`config.mk`:
```
export PLATFORM = sky130hd
export DESIGN_NAME = frame_step_monitor
export DESIGN_NICKNAME = d
export VERILOG_FILES = /design/src/rtl/frame_step_monitor.sv
export SDC_FILE = /design/constraint.sdc
export NUM_CORES = 1
export LEC_CHECK = 0
export CORE_UTILIZATION = 30
export DETAILED_ROUTE_END_ITERATION = 8
export REMOVE_ABC_BUFFERS = 1
export SLEW_MARGIN = 20
export SYNTH_ARGS = -nofsm -noshare
export SYNTH_HDL_FRONTEND = slang
export SYNTH_SLANG_ARGS = --single-unit
export TNS_END_PERCENT = 100
```
`constraint.sdc`:
```
create_clock -name CLOCK -period 3.26 [get_ports CLOCK]
set_input_delay 0.652 -clock CLOCK [delete_from_list [all_inputs] [get_ports CLOCK]]
set_output_delay 0.652 -clock CLOCK [all_outputs]
set_load 0.02 [all_outputs]
```
`src/rtl/frame_step_monitor.sv`:
```
// Step/frame toggle monitor: step count, edge-to-edge period,
// 8-deep moving average and stall detection.
module frame_step_monitor #(
  parameter int CNT_W    = 32,
  parameter int TIMEOUT  = 500000,
  parameter int AVG_LOG2 = 3
) (
  input  logic             CLOCK,
  input  logic             rst_n,
  input  logic             enable,
  input  logic             clr,
  input  logic             step_in,
  output logic [31:0]      step_count,
  output logic [CNT_W-1:0] period,
  output logic [CNT_W-1:0] period_avg,
  output logic             new_period,
  output logic             avg_valid,
  output logic             running,
  output logic             stall
);

  localparam int DEPTH = 1 << AVG_LOG2;
  localparam int SUM_W = CNT_W + AVG_LOG2;
  localparam logic [CNT_W-1:0] TMAX = CNT_W'(TIMEOUT);
  localparam logic [AVG_LOG2:0] FULL = (AVG_LOG2 + 1)'(DEPTH);
  localparam logic [AVG_LOG2:0] ONE  = (AVG_LOG2 + 1)'(1);

  localparam logic [1:0] S_IDLE  = 2'd0;
  localparam logic [1:0] S_ARM   = 2'd1;
  localparam logic [1:0] S_MEAS  = 2'd2;
  localparam logic [1:0] S_STALL = 2'd3;

  logic [1:0]       state;
  logic             s_meta, sync_q, sync_qq;
  logic             ev;
  logic [CNT_W-1:0] timer, timer_inc;
  logic [CNT_W-1:0] hist [DEPTH];
  logic [SUM_W-1:0] sum, new_sum;
  logic [CNT_W-1:0] avg_next;
  logic [AVG_LOG2:0] hist_cnt;
  logic             hist_push, hist_clr, to_stall;

  always_ff @(posedge CLOCK or negedge rst_n) begin
    if (!rst_n) begin
      s_meta  <= 1'b0;
      sync_q  <= 1'b0;
      sync_qq <= 1'b0;
    end else begin
      s_meta  <= step_in;
      sync_q  <= s_meta;
      sync_qq <= sync_q;
    end
  end

  assign ev        = sync_q ^ sync_qq;
  assign timer_inc = (timer >= TMAX) ? TMAX : timer + 1'b1;
  assign new_sum   = sum + SUM_W'(timer) - SUM_W'(hist[DEPTH-1]);
  assign avg_next  = CNT_W'(new_sum >> AVG_LOG2);

  always_comb begin
    hist_push = enable && !clr && ev && (state == S_MEAS);
    to_stall  = enable && !clr && !ev && (state == S_MEAS)
                && (timer == TMAX);
    hist_clr  = !enable || clr || to_stall;
  end

  always_ff @(posedge CLOCK or negedge rst_n) begin
    if (!rst_n) begin
      state      <= S_IDLE;
      timer      <= '0;
      step_count <= '0;
      period     <= '0;
      period_avg <= '0;
      new_period <= 1'b0;
      running    <= 1'b0;
      stall      <= 1'b0;
    end else begin
      new_period <= 1'b0;
      if (!enable) begin
        state   <= S_IDLE;
        timer   <= '0;
        running <= 1'b0;
        stall   <= 1'b0;
        if (clr) begin
          step_count <= '0;
          period     <= '0;
          period_avg <= '0;
        end
      end else if (clr) begin
        step_count <= '0;
        period     <= '0;
        period_avg <= '0;
        timer      <= '0;
        running    <= 1'b0;
        stall      <= 1'b0;
        if (state != S_IDLE) state <= S_ARM;
      end else begin
        unique case (state)
          S_IDLE: begin
            timer <= '0;
            state <= S_ARM;
          end
          S_ARM: begin
            if (ev) begin
              step_count <= step_count + 1'b1;
              timer      <= CNT_W'(1);
              running    <= 1'b1;
              state      <= S_MEAS;
            end else begin
              timer <= timer_inc;
            end
          end
          S_MEAS: begin
            if (ev) begin
              step_count <= step_count + 1'b1;
              timer      <= CNT_W'(1);
              period     <= timer;
              period_avg <= avg_next;
              new_period <= 1'b1;
            end else if (timer == TMAX) begin
              running <= 1'b0;
              stall   <= 1'b1;
              state   <= S_STALL;
            end else begin
              timer <= timer_inc;
            end
          end
          S_STALL: begin
            if (ev) begin
              step_count <= step_count + 1'b1;
              timer      <= CNT_W'(1);
              running    <= 1'b1;
              stall      <= 1'b0;
              state      <= S_MEAS;
            end else begin
              timer <= timer_inc;
            end
          end
          default: state <= S_IDLE;
        endcase
      end
    end
  end

  // History shifts newest into [0]; [DEPTH-1] is the sample leaving the sum
  always_ff @(posedge CLOCK or negedge rst_n) begin
    if (!rst_n) begin
      for (int i = 0; i < DEPTH; i++) hist[i] <= '0;
      sum       <= '0;
      hist_cnt  <= '0;
      avg_valid <= 1'b0;
    end else if (hist_clr) begin
      for (int i = 0; i < DEPTH; i++) hist[i] <= '0;
      sum       <= '0;
      hist_cnt  <= '0;
      avg_valid <= 1'b0;
    end else if (hist_push) begin
      hist[0] <= timer;
      for (int i = 1; i < DEPTH; i++) hist[i] <= hist[i-1];
      sum <= new_sum;
      if (hist_cnt != FULL) hist_cnt <= hist_cnt + ONE;
      if (hist_cnt == FULL - ONE) avg_valid <= 1'b1;
    end
  end

endmodule

```
After elaboration in Yosys (flattened, before gate mapping). Index checks and enable logic that the tools add are counted.

Word-level logic and storage cells: 125. Input port bits: 5. Bits in registers: 432. Output and inout bits: 100.

Equality and inequality tests: 14. $lt $le $gt $ge: 1. Bitwise logic cells: 1. Multiplexer cells: 53. Reduce and logical (&&, ||, !) cells: 29. Add/subtract/negate cells: 5.

Operators with widths (count): $mux W32 (19); $mux W256 (2); $pmux W32 S3 (1); $mux W35 (2); $add A32 B1 Y32 const B (2); $add A35 B32 Y35 (1); $sub A35 B32 Y35 (1); $eq A32 B19 Y1 const B (1); $ge A32 B19 Y1 const B (1); $mux W1 (17); $reduce_bool A2 Y1 (8); $mux W2 (6); $mux W4 (3); $ne A4 B4 Y1 const B (3); $reduce_and A4 Y1 (3); $ne A4 B2 Y1 const B (2); $logic_and A1 B1 Y1 (6); $pmux W2 S3 (1); $reduce_and A3 Y1 (2); $ne A5 B5 Y1 const B (1); $add A4 B1 Y4 const B (1); $eq A2 B2 Y1 const B (2); $eq A4 B3 Y1 const B (1); $ne A4 B1 Y1 const B (1); other kinds (11) (16).

Depth between registers and ports, before layout. Gate-level depths: netlist of the first run.

Depth in word-level cells: 8. Gate-level depth with buffers: 14.

Least setup slack after synthesis of the first run. Ideal clock, no wire load.

Kind: register to register. Start point: register timer[10]. End point: register period_avg[24]. Path slack: 0.008 ns. Arrival: 3.128 ns. Cell stages (with the launch flop): 14. Path buffers: 1. Cell sequence: dfrtp_1 inv_1 fa_1 inv_1 ha_1 buf_6 a21o_1 o21bai_1 a221o_1 a221oi_2 o21ai_1 a21o_1 mux2i_1 a211o_1.

Longest elaborated chain between the ends: 6.

RTL lines: start: declaration (line 36) `logic [CNT_W-1:0] timer, timer_inc;`; start signal: assignment (line 110) `timer <= timer_inc;`; start signal: assignment (line 125) `timer <= timer_inc;`; start signal: assignment (line 136) `timer <= timer_inc;`; $add A35 B32 Y35 (line 57) `assign new_sum = sum + SUM_W'(timer) - SUM_W'(hist[DEPTH-1]);`; $sub A35 B32 Y35 (line 57); $mux W32 (line 114) `if (ev) begin`; $mux W32 (line 98) `unique case (state)`; $mux W32 (line 89) `end else if (clr) begin`; $mux W32 (line 79) `if (!enable) begin`; end signal: assignment (line 118) `period_avg <= avg_next;`; end: declaration (line 15) `output logic [CNT_W-1:0] period_avg,`.

Every way passes these cells. The select of a mux whose other input is x is not followed. A chain may end at the register's enable or synchronous reset.

Worst setup path after layout of the first run.
Start point: register sum[10]. End point: register period_avg[24].

Longest elaborated chain between the ends: 6.

RTL lines: start: declaration (line 38) `logic [SUM_W-1:0] sum, new_sum;`; start signal: assignment (line 160) `sum <= new_sum;`; $add A35 B32 Y35 (line 57); $sub A35 B32 Y35 (line 57); $mux W32 (line 114); $mux W32 (line 98); $mux W32 (line 89); $mux W32 (line 79).

Every way passes these cells. The select of a mux whose other input is x is not followed.

==> results of run 1 <==
[flip-flops by register name, summed over array words and instances (netlist names)]
name,flops
hist,256
sum,35
period,32
period_avg,32
step_count,32
timer,32
hist_cnt,4
state,2
avg_valid,1
new_period,1
running,1
s_meta,1
stall,1
sync_q,1
sync_qq,1
[per-layer routing]
metal | vias up | part of all wire (%) | track usage, % | wire [microns]
li1 | 6908 | - | - | -
met1 | 7286 | 47 | 21.40 | 23310
met2 | 217 | 47 | 24.03 | 22970
met3 | 69 | 3.7 | 2.204 | 1803
met4 | 2 | 2.1 | 4.009 | 1009
met5 | - | 0.014 | 0 | 7
[per-stage QoR]
| stage | utilization [%] | setup slack [ns] |
|---|---|---|
| 5_1_grt | 38.47 | -0.07472 |
| 3_3_place_gp | 35.19 | -0.1206 |
| 3_5_place_dp | 35.19 | -0.1643 |
| 2_1_floorplan | - | -10.07 |
| 4_1_cts | 37.94 | 0.001524 |
| 6_report | 38.47 | 0.03181 |
[layout make-up]
class	instances	area share (%)
sequential	432	44.31
multi-input combinational	1253	32.88
timing repair buffer	253	9.400
clock buffer	74	6.118
tap	846	4.338
inverter	152	2.369
clock inverter	15	0.5897
[worst max-delay path, stage by stage, from the launching register on]
cell,delay [ns]
dfrtp_1,0.37
inv_2,0.05
fa_1,0.55
inv_2,0.05
ha_4,0.22
a21o_1,0.19
o21bai_4,0.17
a221o_1,0.36
a221oi_4,0.41
o21ai_2,0.11
a21o_1,0.20
mux2i_1,0.15
a211o_1,0.28
[final timing paths]
| path | from | end | slack (ns) | cells past startpoint |
|---|---|---|---|---|
| max | sum[10] | period_avg[24] | 0.03 | 12 |
| min | rst_n | timer[21] | 0.03 | 1 |
| max reg2reg | sum[10] | period_avg[24] | 0.03 | 12 |
| min reg2reg | s_meta | sync_q | 0.36 | 0 |
| max in group asynchronous | rst_n | period[0] | 2.21 | 3 |
| min in group CLOCK | s_meta | sync_q | 0.36 | 0 |
[cell families (layout without fill, tap and decap cells)]
family / after synthesis / after routing
buffers and inverters: 258 / 494
flip-flops: 432 / 432
XOR/XNOR: 74 / 74
AO/OA/AOI/OAI: 487 / 487
adder cells (fa/ha/maj): 72 / 72
other: 1 / 13
multiplexers: 2 / 2
AND/OR/NAND/NOR: 605 / 605
[power by group through the flow]
stage,combinational [mW],clock [mW],sequential (mW)
2_1_floorplan,0.366,0,5.50
3_3_place_gp,0.802,0,5.50
3_5_place_dp,0.807,0,5.50
4_1_cts,0.825,5.73,5.40
5_1_grt,0.946,5.95,5.40
6_report,0.854,5.57,5.40
[cell usage in the layout, fill, tap and decap left out, types with 51 or more instances in the layout]
cell type | Yosys | layout
a21oi_1 | 136 | 123
clkbuf_16 | 0 | 51
a22o_1 | 127 | 127
o21ai_1 | 92 | 92
nand2_1 | 416 | 414
inv_1 | 149 | 135
nor2_1 | 75 | 73
dfrtp_1 | 432 | 432
buf_4 | 2 | 138
clkdlybuf4s50_1 | 0 | 103
[what timing repair did]
| item | in CTS | in global routing |
|---|---|---|
| pin swaps | 5 | 23 |
| setup endpoints to repair | 26 | 34 |
| buffers inserted | 1 | 7 |
| gates resized for setup | 12 | 64 |
==> impl_metrics.py, run 1 <==
metrics = {
    "clock_tree": {
        "clock-root-buffer": "clkbuf_16",
        "clock_latency_ns": 0.59,
        "cts.clk_slew.worst_paths_ns": 0.06,
        "h-tree-depth": 2,
        "clock-sinks": 432,
        "numCtsBuffers": 49,
        "cts_buffer_depth": 3,
        "cts_tree": "done",
        "postCtsHoldBufs": 0,
    },
    "routing": {
        "wirelength_microns": 49100,
        "drt_pass1_iterations": 5,
        "via_count": 14480,
        "final_antenna_net_count": 0,
        "drc": 0,
        "wl_per_cell_microns": 16.23,
        "viasPerCell": 4.787,
        "drt_iter0_drc": 866,
    },
    "timing": {
        "setup_viol": 0,
        "hold_slack_ns": 0.02692,
        "finalCritPeriodShare_pct": 99.02,
        "report.final.slew_viol_count": 0,
        "fin_crit_ns": 3.228,
        "rsz0062_at_grt": "yes",
        "slew_headroom_pct": 41.17,
        "tightest_slew_ns": 0.8795,
        "timing.fmax_mhz": 309.8,
        "fin_tns_setup_ns": 0,
        "hold_viol": 0,
        "clock_skew_ns": 0.02844,
    },
    "power_and_ir_drop": {
        "switchingPower_mw": 2.801,
        "intPower_mw": 9.021,
        "total_power_mw": 11.82,
        "seqPwrFrac_pct": 45.7,
        "switching_share_pct": 23.69,
        "p_per_area_nw_per_um2": 484.5,
        "combPwrFrac_pct": 7.2,
        "power.share.clock_pct": 47.1,
        "vdd_ir_drop_max_uv": 430.2,
        "p_leak_nw": 11.13,
    },
    "logic_synthesis": {
        "synthFlopType": "dfrtp_1",
        "synth-seq-cells": 432,
        "yosysMostFrequentCell": "dfrtp_1",
        "yosysWarnings": 0,
        "synth_top_family_by_area": "compound AO/OA/AOI/OAI gates",
        "synth-edff-count": 0,
        "syn-cell-area_sq_um": 19390,
        "synth-simple-area-share_pct": 13.18,
        "synth_top_area_cell": "dfrtp_1",
        "synth_cell_types": 66,
        "yosys-top-cells-count": "432 x dfrtp_1, 416 x nand2_1, 149 x inv_1, 136 x a21oi_1, 127 x a22o_1",
        "synth_top_cells_by_area": "dfrtp_1 56%, nand2_1 8.1%, a22o_1 5.7%, a21oi_1 3.5%, fa_1 3.3%",
        "ys_seq_area_share_pct": 55.76,
        "syn_inst": 1931,
        "synth_xor_area_share_pct": 3.414,
        "muxShareOfSynthArea_pct": 0.1033,
        "async_flop_share_pct": 100.0,
        "synth_compound_area_share_pct": 16.42,
        "synth_top_area_share_pct": 55.76,
        "synth_fa_ha_area_share_pct": 5.885,
        "syn_avg_cell_area_sq_um": 10.04,
    },
    "placed_design": {
        "routabilityCongestion": 0.8921,
        "place_area_sq_um": 22320,
        "io_buffers": 104,
        "placedCellCount": 2928,
        "dp_hpwl_microns": 33410,
    },
    "hold_path": {
        "hp-class": "primary input to asynchronous set/reset pin",
    },
    "global_routing": {
        "antenna_found_initial": 1,
        "grt_pass1_vias": 14660,
        "grt-ovfl-total": 0,
        "grt_pass1_wl_microns": 80930,
        "grt_max_degree": 186,
        "grtUsageTotal_pct": 15.09,
    },
    "critical_path": {
        "worstPathArrival_ns": 3.69,
        "cp_max_fo": 4,
        "worstSetupStartpointType": "register",
        "crit_type": "register to register",
        "worstPathRequired_ns": 3.73,
        "endpoint_kind": "register",
    },
    "floorplanning": {
        "io_pins": 105,
        "row_count": 92,
        "die_area_sq_um": 65650,
        "start_util_pct": 30.57,
        "die_h_microns": 256.2,
        "dieWidth_microns": 256.2,
        "core_sq_um": 63430,
    },
    "cells_and_area": {
        "drive_gt1_share_pct": 13.95,
        "layout.cells.non_filler": 3025,
        "syn_to_final_growth_pct": 25.85,
        "multiInputGateArea_sq_um": 8023,
        "antenna_cells": 0,
        "fillers": 6171,
        "seqCellArea_sq_um": 10810,
        "nNetsFinal": 2218,
        "finalInstanceArea_sq_um": 24400,
    },
    "status": {
        "outcome": "finished, final reports clean",
    },
    "run": {
        "max-cap-violations": 0,
    },
}
(Power assumes the default switching activity.)
==> inputs of run 2 (changes only) <==
CELL_PAD_IN_SITES_DETAIL_PLACEMENT = 0   (was not set)
CELL_PAD_IN_SITES_GLOBAL_PLACEMENT = 1   (was not set)
PLACE_DENSITY_LB_ADDON = 0.1   (was not set)
RECOVER_POWER = 25   (was not set)
SKIP_LAST_GASP = 1   (was not set)
==> run 2 against run 1 <==
Net effect: the flow now finishes with violations (capacitance limit, slew limit, setup timing); non-clock buffer count is 6 higher; final cell count is 0.26% higher; maximum frequency is 1.1% lower; largest cell class unchanged; highest routed layer is now met4; sequential share of layout area is 0.40 points lower.
==> impl_metrics.py, run 2 (synthesis gave the netlist of run 1 again) <==
metrics = {
    "status": {
        "outcome": "finished with violations",
        "violations": "capacitance limit, slew limit, setup timing",
    },
    "routing": {
        "drc": 0,
        "wl_per_cell_microns": 17.36,
        "drt_pass1_iterations": 5,
        "drt_iter0_drc": 858,
        "final_antenna_net_count": 0,
        "viasPerCell": 4.752,
        "wirelength_microns": 52650,
        "via_count": 14410,
    },
    "global_routing": {
        "grt-ovfl-total": 0,
        "grt_pass1_vias": 14700,
        "grt_max_degree": 83,
        "grtUsageTotal_pct": 16.09,
        "grt_pass1_wl_microns": 84600,
        "antenna_found_initial": 1,
    },
    "hold_path": {
        "hp-class": "register to register",
        "hold-path-endpoint": "sync_q",
        "holdPathStages": 0,
        "hold_start": "s_meta",
    },
    "timing": {
        "worst_slack_ns": -0.005746,
        "fin_tns_setup_ns": -0.01006,
        "clock_skew_ns": 0.02411,
        "hold_viol": 0,
        "slew_headroom_pct": -7.092,
        "rsz0062_at_grt": "yes",
        "setup_viol": 2,
        "finalCritPeriodShare_pct": 100.2,
        "tightest_slew_ns": 1.606,
        "timing.fmax_mhz": 306.2,
        "hold_slack_ns": 0.3480,
        "report.final.slew_viol_count": 53,
        "fin_crit_ns": 3.266,
    },
    "placed_design": {
        "placedCellCount": 2932,
        "place_area_sq_um": 22460,
        "io_buffers": 104,
        "dp_hpwl_microns": 34830,
        "place_ws_ns": -0.1933,
        "routabilityCongestion": 0.8710,
    },
    "clock_tree": {
        "cts_buffer_depth": 3,
        "h-tree-depth": 2,
        "numCtsBuffers": 51,
        "clock_latency_ns": 0.60,
        "cts.clk_slew.worst_paths_ns": 0.06,
        "clock-root-buffer": "clkbuf_16",
        "cts_tree": "done",
        "clock-sinks": 432,
    },
    "critical_path": {
        "cp_max_fo": 3,
        "r2r-end": "period_avg[27]",
        "r2r_slack_ns": -0.006,
        "worstPathArrival_ns": 3.74,
        "worstPathRequired_ns": 3.74,
        "worstSetupStartpointType": "register",
        "endpoint_kind": "register",
        "worstRegToRegCells": 15,
        "crit_type": "register to register",
        "timing.rr.start": "sum[0]",
    },
    "floorplanning": {
        "die_area_sq_um": 65650,
        "die_h_microns": 256.2,
        "io_pins": 105,
        "row_count": 92,
        "start_util_pct": 30.57,
        "core_sq_um": 63430,
        "dieWidth_microns": 256.2,
    },
    "power_and_ir_drop": {
        "vdd_ir_drop_max_uv": 361.0,
        "p_leak_nw": 11.19,
        "total_power_mw": 12.06,
        "p_per_area_nw_per_um2": 489.7,
    },
    "cells_and_area": {
        "drive_gt1_share_pct": 14.27,
        "largest_reg_flops": 256,
        "layout_common_cells": "432 x dfrtp_1, 410 x nand2_1, 140 x inv_1",
        "nNetsFinal": 2226,
        "fillers": 6303,
        "layout.cells.non_filler": 3033,
        "final_util_pct": 38.82,
        "regMostFlops": "hist",
        "reg_top3": "hist (256), sum (35)",
        "antenna_cells": 0,
        "finalInstanceArea_sq_um": 24620,
        "syn_to_final_growth_pct": 26.99,
        "layout_commonest_cell": "dfrtp_1",
    },
    "run": {
        "max-cap-violations": 1,
    },
}
## run 2: timing repair
| item | in CTS | in global routing |
|---|---|---|
| pin swaps | 8 | 31 |
| gates resized for setup | 13 | 75 |
| hold endpoints to repair | 10 | 0 |
| setup endpoints to repair | 25 | 36 |
| setup buffers | 0 | 9 |
| hold buffers | 1 | 0 |
## run 2: worst max path at each step
stage / from / end / slack (ns) / depth (start not counted)
2_1_floorplan: sync_qq / avg_valid / -10.07 / 7
3_3_place_gp: timer[10] / period_avg[24] / -0.12 / 12
3_5_place_dp: timer[1] / period_avg[19] / -0.19 / 12
4_1_cts: timer[10] / period_avg[24] / -0.05 / 12
5_1_grt: sum[0] / period_avg[27] / -0.13 / 15
6_report: sum[0] / period_avg[27] / -0.006 / 15
## run 2: layer usage
| metal | global-route usage [%] | routed length (microns) | up-vias |
|---|---|---|---|
| met3 | 2.254 | 1545 | 67 |
| met2 | 26.56 | 25140 | 165 |
| met5 | 0 | 0 | - |
| li1 | - | - | 6919 |
| met4 | 3.726 | 838 | 0 |
| met1 | 22.28 | 25130 | 7262 |
## run 2: power breakdown
part / total, mW / internal [mW] / switching, mW
clock: 5.77 / 3.42 / 2.35
combinational: 0.886 / 0.327 / 0.559
sequential: 5.40 / 5.38 / 0.0174
total: 12.1 / 9.13 / 2.93
## run 2: cell type report
class                   instances  area [sq um]  area share (%)
well taps                     846          1059           4.299
clock buffers                  76          1500           6.093
repair buffers                259          2395           9.726
multi-input cells            1253          8084           32.83
flip-flops and latches        432         10810           43.90
inverters                     152         578.1           2.348
clock inverters                15         196.4          0.7978
## run 2: critical path, stage by stage, from the launching register on
cell and delay (ns):
dfrtp_1 0.34, inv_1 0.05, ha_1 0.29, inv_2 0.08
ha_4 0.13, inv_2 0.04, fa_2 0.41, nor2b_4 0.16
o2111ai_4 0.17, buf_6 0.16, a211oi_4 0.31, nor2_2 0.09
o41a_1 0.48, o21ai_2 0.20, xnor2_2 0.14, o21ai_1 0.09
